--- src/rtl/siphash_feeder.sv ---
// SipHash command sequencer: turns a key plus a byte stream into
// key-load, compress, length-pad and finalize commands for the core.
module siphash_feeder #(
   parameter int CNT_W = 8
) (
   input  logic         clk,
   input  logic         rst_n,
   input  logic         start,
   input  logic         empty,
   input  logic [127:0] key,
   input  logic         s_valid,
   input  logic [7:0]   s_data,
   input  logic         s_last,
   output logic         s_ready,
   output logic         core_we,
   output logic [67:0]  core_cmd,
   input  logic         core_busy,
   input  logic [63:0]  core_result,
   output logic         ready_o,
   output logic         hash_valid,
   output logic [63:0]  hash
);

   typedef enum logic [3:0] {
      IDLE, KEY0, KEY1, COLLECT, COMP, CWAIT,
      PAD, PWAIT, FIN, FWAIT, DONE
   } state_t;

   localparam logic [3:0] OP_K0  = 4'h0;
   localparam logic [3:0] OP_K1  = 4'h1;
   localparam logic [3:0] OP_CMP = 4'h2;
   localparam logic [3:0] OP_FIN = 4'h3;

   state_t             state_q, state_d;
   logic [127:0]       key_q, key_d;
   logic               empty_q, empty_d;
   logic [63:0]        buf_q, buf_d;
   logic [CNT_W-1:0]   cnt_q, cnt_d;
   logic               last_q, last_d;
   logic [67:0]        cmd_q, cmd_d;
   logic [63:0]        hash_q, hash_d;

   logic               issue;
   logic [67:0]        issue_cmd;
   logic [7:0]         len_b;
   logic [63:0]        pad_word;

   assign len_b    = 8'(cnt_q);
   assign pad_word = {len_b, 56'h0} | buf_q;

   always_comb begin
      state_d   = state_q;
      key_d     = key_q;
      empty_d   = empty_q;
      buf_d     = buf_q;
      cnt_d     = cnt_q;
      last_d    = last_q;
      hash_d    = hash_q;
      issue     = 1'b0;
      issue_cmd = cmd_q;
      s_ready   = 1'b0;
      unique case (state_q)
         IDLE: begin
            if (start) begin
               key_d   = key;
               empty_d = empty;
               cnt_d   = '0;
               buf_d   = '0;
               last_d  = 1'b0;
               state_d = KEY0;
            end
         end
         KEY0: begin
            issue     = 1'b1;
            issue_cmd = {OP_K0, key_q[63:0]};
            if (!core_busy) state_d = KEY1;
         end
         KEY1: begin
            issue     = 1'b1;
            issue_cmd = {OP_K1, key_q[127:64]};
            if (!core_busy) state_d = empty_q ? PAD : COLLECT;
         end
         COLLECT: begin
            s_ready = 1'b1;
            if (s_valid) begin
               buf_d[{cnt_q[2:0], 3'b000} +: 8] = s_data;
               cnt_d = cnt_q + 1'b1;
               // a full word compresses first; s_last is remembered for after
               if (cnt_q[2:0] == 3'd7) begin
                  last_d  = s_last;
                  state_d = COMP;
               end else if (s_last) begin
                  state_d = PAD;
               end
            end
         end
         COMP: begin
            issue     = 1'b1;
            issue_cmd = {OP_CMP, buf_q};
            if (!core_busy) state_d = CWAIT;
         end
         CWAIT: begin
            if (!core_busy) begin
               buf_d   = '0;
               state_d = last_q ? PAD : COLLECT;
            end
         end
         PAD: begin
            issue     = 1'b1;
            issue_cmd = {OP_CMP, pad_word};
            if (!core_busy) state_d = PWAIT;
         end
         PWAIT: begin
            if (!core_busy) state_d = FIN;
         end
         FIN: begin
            issue     = 1'b1;
            issue_cmd = {OP_FIN, 64'h0};
            if (!core_busy) state_d = FWAIT;
         end
         FWAIT: begin
            if (!core_busy) begin
               hash_d  = core_result;
               state_d = DONE;
            end
         end
         DONE: begin
            state_d = IDLE;
         end
         default: begin
            state_d = IDLE;
         end
      endcase
   end

   assign core_we    = issue && !core_busy;
   assign cmd_d      = core_we ? issue_cmd : cmd_q;
   assign core_cmd   = cmd_d;
   assign ready_o    = (state_q == IDLE);
   assign hash_valid = (state_q == DONE);
   assign hash       = hash_q;

   always_ff @(posedge clk or negedge rst_n) begin
      if (!rst_n) begin
         state_q <= IDLE;
         key_q   <= '0;
         empty_q <= 1'b0;
         buf_q   <= '0;
         cnt_q   <= '0;
         last_q  <= 1'b0;
         cmd_q   <= '0;
         hash_q  <= '0;
      end else begin
         state_q <= state_d;
         key_q   <= key_d;
         empty_q <= empty_d;
         buf_q   <= buf_d;
         cnt_q   <= cnt_d;
         last_q  <= last_d;
         cmd_q   <= cmd_d;
         hash_q  <= hash_d;
      end
   end

endmodule

--- config.mk ---
export PLATFORM = sky130hd
export DESIGN_NAME = siphash_feeder
export DESIGN_NICKNAME = d
export VERILOG_FILES = /design/src/rtl/siphash_feeder.sv
export SDC_FILE = /design/constraint.sdc
export NUM_CORES = 1
export LEC_CHECK = 0
export CAP_MARGIN = 30
export CORE_MARGIN = 5
export CORE_UTILIZATION = 46
export CTS_BUF_LIST = sky130_fd_sc_hd__clkbuf_2
export CTS_CLUSTER_DIAMETER = 60
export DETAILED_ROUTE_END_ITERATION = 7
export PLACE_DENSITY_LB_ADDON = 0.2
export SYNTH_ARGS = -nofsm -noshare
export SYNTH_HDL_FRONTEND = slang
export SYNTH_SLANG_ARGS = --single-unit
--- constraint.sdc ---
create_clock -name clk -period 2.1 [get_ports clk]
set_input_delay 0.42 -clock clk [delete_from_list [all_inputs] [get_ports clk]]
set_output_delay 0.42 -clock clk [all_outputs]
set_load 0.01 [all_outputs]
==> results.py <==
metrics = {
    "finish": {
        "seq_area_um2": 8460,
        "fill_cells": 2015,
        "nets": 1830,
        "final_cell_mix": "334 x dfrtp_1, 206 x clkdlybuf4s50_1, 190 x mux2_2",
        "areaGrowthSynthToFinish_pct": 57.7,
        "drive_above_1_share_pct": 47.1,
        "layout_commonest_cell": "dfrtp_1",
        "multi_input_area_um2": 6040,
    },
    "setup_path": {
        "cp_common_cell": "buf_4",
        "end_kind": "flip-flop",
        "crit_family": "buffers and inverters",
        "cp-start-kind": "flip-flop",
        "path_max_fanout": 8,
        "reg2reg_from": "state_q[2]",
        "critPathBufInv": 17,
        "rrSetupSlack_ns": -1.17,
        "cp.arrival_ns": 4.10,
        "worstPathCellList": "buf_6 > buf_6 > nor3_4 > buf_6 > buf_6 > buf_16 > a222oi_1 > a21oi_2 > buf_4 > buf_4 > buf_4 > buf_4 > buf_4 > buf_4 > buf_4 > buf_4 > buf_4 > buf_4 > buf_4 > buf_4",
        "reg2reg_depth": 20,
        "max_stage_delay_ns": 0.49,
        "regToRegEndpoint": "cmd_q[41]",
        "critPathKind": "reg2reg",
        "crit_path_top_delay_cell": "a222oi_1",
        "cp.required_ns": 2.93,
    },
    "global_route": {
        "top_usage_layer": "met2",
        "grtUsageMet2_pct": 44.9,
        "grt_max_degree": 65,
        "grtUsageMet1_pct": 33.3,
        "grt_pass1_wl_mm": 70.0,
        "track_usage_pct": 26.8,
        "grt_pass1_vias": 12300,
        "globalRouteMet3Util_pct": 8.13,
        "antenna_found_initial": 7,
        "grt-ovfl-total": 0,
    },
    "timing": {
        "fin_ws_ns": -1.17,
        "rsz0062_at_grt": "true",
        "finalClockSkew_ns": 0.0730,
        "drv_slew": 0,
        "setup-violations-final": 277,
        "worst_pin_slew_ns": 0.650,
        "final.min_clock_period_ns": 3.27,
        "hold_viol_final": 0,
        "slew_headroom_pct": 56.5,
        "max_freq_ghz": 0.306,
        "period_share_pct": 156,
        "fin_setup_tns_ns": -145.87,
    },
    "placed_design": {
        "gp_congestion": 0.842,
        "place_ws_ns": -0.630,
        "portBuffers": 342,
        "hpwlAfterDp_mm": 29.8,
    },
    "die": {
        "core_um2": 29600,
        "io_pins": 343,
        "initial_utilization_pct": 46.6,
        "dieArea_um2": 33600,
        "placement_rows": 63,
        "fp.dieH_um": 183,
        "die_w_um": 183,
    },
    "yosys": {
        "syn-num-nets": 1237,
        "ys_ff_latch": 338,
        "synthFlopType": "dfrtp_1",
        "synth.avg_cell_area_um2": 13.5,
        "syn_area_um2": 13800,
        "synth_cell_types": 57,
        "async_reset_ff_share_pct": 100,
        "synth_cells": 1025,
        "synth_warnings": 0,
        "yosysSeqAreaShare_pct": 61.2,
        "synth_edf_count": 0,
    },
    "clock_network": {
        "cts.htree.levels": 3,
        "cts_num_sinks": 338,
        "clk_root_buffer_cell": "clkbuf_2",
        "clkSlewWorstSetupHoldPaths_ns": 0.16,
        "insertion_delay_ns": 0.92,
        "cts_tree": "built",
        "cts_buffers": 86,
        "clock_path_buffers": 3,
    },
    "run_status": {
        "status": "finished, violations left",
        "violations": "setup timing",
    },
    "pwr": {
        "max-vdd-ir-drop_mv": 1.10,
        "power_density_nw_per_um2": 1530,
        "p_leak_nw": 9.72,
    },
    "drt": {
        "vias_per_cell": 5.53,
        "wire_per_inst_um": 22.9,
        "route.detailed.drc": 0,
        "drt-total-wl_mm": 47.3,
        "drtPass1Iterations": 7,
        "vias": 11400,
        "drt_iter0_drc": 844,
        "detail-route-antenna-nets": 0,
    },
    "worst_hold_path": {
        "hold_class": "in2async",
    },
    "run": {
        "drv_cap": 0,
    },
}
-- cell usage after synthesis, types with 10 or more instances --
master    number  area share [%]
a31oi_1       10            0.45
mux2_2       190              15
a21oi_1       66             2.4
dfrtp_1      338              61
nor2_1        84             2.3
nand2_1       17            0.46
clkbuf_1      24            0.65
o21ai_0       14            0.51
and2_1        13            0.59
a22o_1        56             3.5
buf_4         13            0.71
a222oi_1      56             4.1
buf_2         32             1.2
a22oi_1       16            0.87
-- repair_timing --
item / 4_1_cts / 5_1_grt
gates resized for setup: 507 / 123
setup buffers: 74 / 17
hold endpoints to repair: 338 / 0
endpoints found under the setup margin: 320 / 279
pin swaps: 90 / 32
hold buffers: 1 / 0
cloned: 13 / 6
-- metal layers --
layer | share of wire (%) | up-vias
met4 | 2.7 | 4
met1 | 38 | 5719
li1 | - | 5094
met3 | 8.3 | 85
met5 | 0.066 | -
met2 | 51 | 532
-- how the worst max path moves through the flow --
stage | to | start | depth (start not counted)
2_1_floorplan | buf_q[38] | cnt_q[0] | 8
4_1_cts | core_cmd[56] | state_q[0] | 8
3_5_place_dp | core_cmd[33] | core_busy | 7
5_1_grt | core_cmd[26] | state_q[1] | 9
3_3_place_gp | core_cmd[3] | state_q[3] | 7
6_report | cmd_q[41] | state_q[2] | 20
-- area by class of cell --
class                      instances  share of cell area (%)
sequential                       338                    38.8
multi-input combinational        608                    27.7
timing repair buffer             576                    27.4
clock buffer                     118                    2.71
tap                              390                    2.24
clock inverter                    26                   0.867
inverter                           8                   0.149
antenna                            4                  0.0459
-- flip-flops by register name, summed over array words and instances (netlist names) --
name	flops
key_q	128
buf_q	64
cmd_q	68
state_q	4
last_q	1
cnt_q	8
empty_q	1
hash	64
-- report_power, final --
part	internal (W)	leakage, nW	switching, W
clock network	0.00188	0.578	0.00270
logic	0.00958	4.87	0.00835
registers	0.00915	4.27	0.00161
total	0.0206	9.72	0.0127
-- stage by stage --
| step | util (%) | cells | power [W] | cell area, µm² | hold WS [ns] |
|---|---|---|---|---|---|
| after floorplan | - | 1025 | 0.0176 | 14200 | 0.124 |
| after CTS | 70.9 | 2046 | 0.0313 | 21000 | 0.00190 |
| after global placement | 64.3 | 1815 | 0.0244 | 19100 | 0.401 |
| final | 73.5 | 2068 | 0.0333 | 21800 | 0.0333 |
| after global routing | 73.5 | 2068 | 0.0352 | 21800 | -0.0191 |
| after detailed placement | 64.3 | 1815 | 0.0248 | 19100 | 0.404 |
-- cells by family (layout without fill, tap and decap cells) --
family	after synthesis	in the layout	share of synthesized area, %
and+or+nand+nor	159	159	5.67
adders and majority gates	5	5	0.453
other	0	4	0
AOI/OAI and AO/OA	244	244	13.5
xor gates and xnor gates	4	4	0.254
muxes	196	196	16.0
DFF	338	338	61.2
buffers and inverters	79	728	2.90
(Power assumes the default switching activity.)
==> edit, RTL diff (config.mk and constraints unchanged) <==
Reset style: synchronous (`rst_n`), changed in one clocked block.
--- a/src/rtl/siphash_feeder.sv
+++ b/src/rtl/siphash_feeder.sv
@@ -140,7 +140,7 @@
    assign hash_valid = (state_q == DONE);
    assign hash       = hash_q;
 
-   always_ff @(posedge clk or negedge rst_n) begin
+   always_ff @(posedge clk) begin
       if (!rst_n) begin
          state_q <= IDLE;
          key_q   <= '0;
Formal check against the unedited RTL: differs if rst_n is asserted again (counterexample within 4 cycles, from zero or initial values and one cycle with rst_n low); with rst_n held inactive, the same outputs for 4 cycles.
==> edit against the original RTL <==
The flow still finishes with violations (setup timing); synthesized area rose by 3.1%; wire length grew 10%; final area decreased by 0.32%; combinational power down 23%; worst setup slack improved by 0.11 ns; via count rose by 31%; sequential cell count unchanged; power shrank 21%; critical path type is now register to output pin; largest cell class is now multi-input gates; largest power group unchanged.
==> edit: results (changes against the original RTL) <==
| Metric | Value |
|---|---|
| Post-synthesis mux area share | `0.00835 (-0.152)` |
| FF-to-FF End | `buf_q[19]` |
| Post-Syn Nets | `1944 (+57%)` |
| Placed inst area | `19100 sq um (+0.12%)` |
| Layout fillers | `2432 (+21%)` |
| Final worst slack | `-1.06 ns (+0.109 ns)` |
| # setup viols final | `85 (-69%)` |
| Failing checks | `setup timing` |
| Vias in the first global route | `15000 (+22%)` |
| First-pass GRT wire length | `78.6 mm (+12%)` |
| Post-Synth XOR/XNOR Area | `0.00307 (+0.000539)` |
| Outcome | `finished, violations left` |
| Max Clock Skew | `0.0937 ns (+0.0207 ns)` |
| Synth Area in Adders | `0.00439 (-0.000135)` |
| Reg2reg path depth | `8 (-60%)` |
| Clock transition at path regs | `0.11 ns (-0.05 ns)` |
| Post-synth top cells | `nand2_1, dfxtp_1, a21oi_1, nor2_1, clkbuf_1` |
| Compound-Gate Fraction of Synth Area | `0.244 (+0.109)` |
| Gp weighted congestion | `0.868 (+3.0%)` |
| Sequential fraction of the synthesis area | `0.475 (-0.137)` |
| Largest net degree at the start of global routing | `70 (+7.7%)` |
| Placement Setup Slack | `-0.656 ns (-0.0264 ns)` |
| WHS | `0.0499 ns (+0.0166 ns)` |
| CP max FO | `6 (-2)` |
| Initial antenna violation count | `5 (-2)` |
| Setup tns final | `-68.31 ns (+77.57 ns)` |
| Routed vias/inst | `5.45 (-1.4%)` |
| FF-to-FF Start | `cnt_q[1]` |
==> edit: cell count changes after synthesis, moves of 45 or more <==
cell	unedited run	this run
a211oi_2	1	46
dfrtp_1	338	0
mux2_2	190	2
a222oi_1	56	0
dfxtp_1	0	338
a21oi_1	66	327
a22o_1	56	4
nand2_1	17	450
==> edit: metal layers <==
metal | up-vias | share of wire | global-route usage
met2 | 628 | 0.50 | 0.487
met5 | - | 0.00025 | 0
li1 | 7153 | - | -
met4 | 2 | 0.038 | 0.120
met1 | 7091 | 0.39 | 0.348
met3 | 150 | 0.072 | 0.0549
==> edit: worst max path at each step <==
stage	from	to	slack, ns
final	state_q[2]	core_cmd[34]	-1.06
after global routing	state_q[2]	core_cmd[34]	-1.18
after CTS	state_q[1]	core_cmd[61]	-1.07
after detailed placement	state_q[0]	core_cmd[26]	-0.66
after global placement	state_q[0]	core_cmd[48]	-0.64
after floorplan	state_q[0]	core_cmd[12]	0.02
==> edit: through the flow <==
stage                     utilization  instances
final                           0.710       2755
after global routing            0.710       2754
after detailed placement        0.624       2521
after floorplan                     -       1732
after global placement          0.624       2521
after CTS                       0.686       2730
==> edit: report_power, final <==
part	switching, mW	leakage, nW	internal [mW]
clock	2.71	0.599	1.69
combinational	7.06	5.16	6.78
sequential	0.590	2.75	7.33
==> edit: cells by family after synthesis <==
logic type	after synthesis
AO/OA/AOI/OAI	528
XOR/XNOR	5
flip-flops	338
buffers and inverters	152
AND/OR/NAND/NOR	693
adder cells (fa/ha/maj)	5
multiplexers	11
==> edit: area by class of cell <==
| type | count | area, sq um | area share |
|---|---|---|---|
| well taps | 396 | 495 | 0.0228 |
| clock inverters | 24 | 97.6 | 0.00449 |
| clock buffers | 134 | 671 | 0.0309 |
| flip-flops and latches | 338 | 6770 | 0.312 |
| inverters | 9 | 57.6 | 0.00265 |
| repair inverters | 1 | 30.0 | 0.00138 |
| diodes | 5 | 12.5 | 0.000576 |
| repair buffers | 606 | 5920 | 0.272 |
| multi-input cells | 1242 | 7670 | 0.353 |
==> edit: worst max-delay path, cell delays in order (launching register included) <==
cell and delay [ns]:
dfxtp_2 0.34, o21ai_1 0.11, or3b_4 0.39, a21o_4 0.28, inv_12 0.12, buf_12 0.16
clkbuf_16 0.15, nor2_2 0.04, a21oi_1 0.13, buf_2 0.15
==> edit: repair_timing <==
item                       in CTS  in global routing
setup endpoints to repair     332                136
cloned                         15                  3
setup buffers                  38                 23
gates resized for setup       542                159
pin swaps                      26                 40
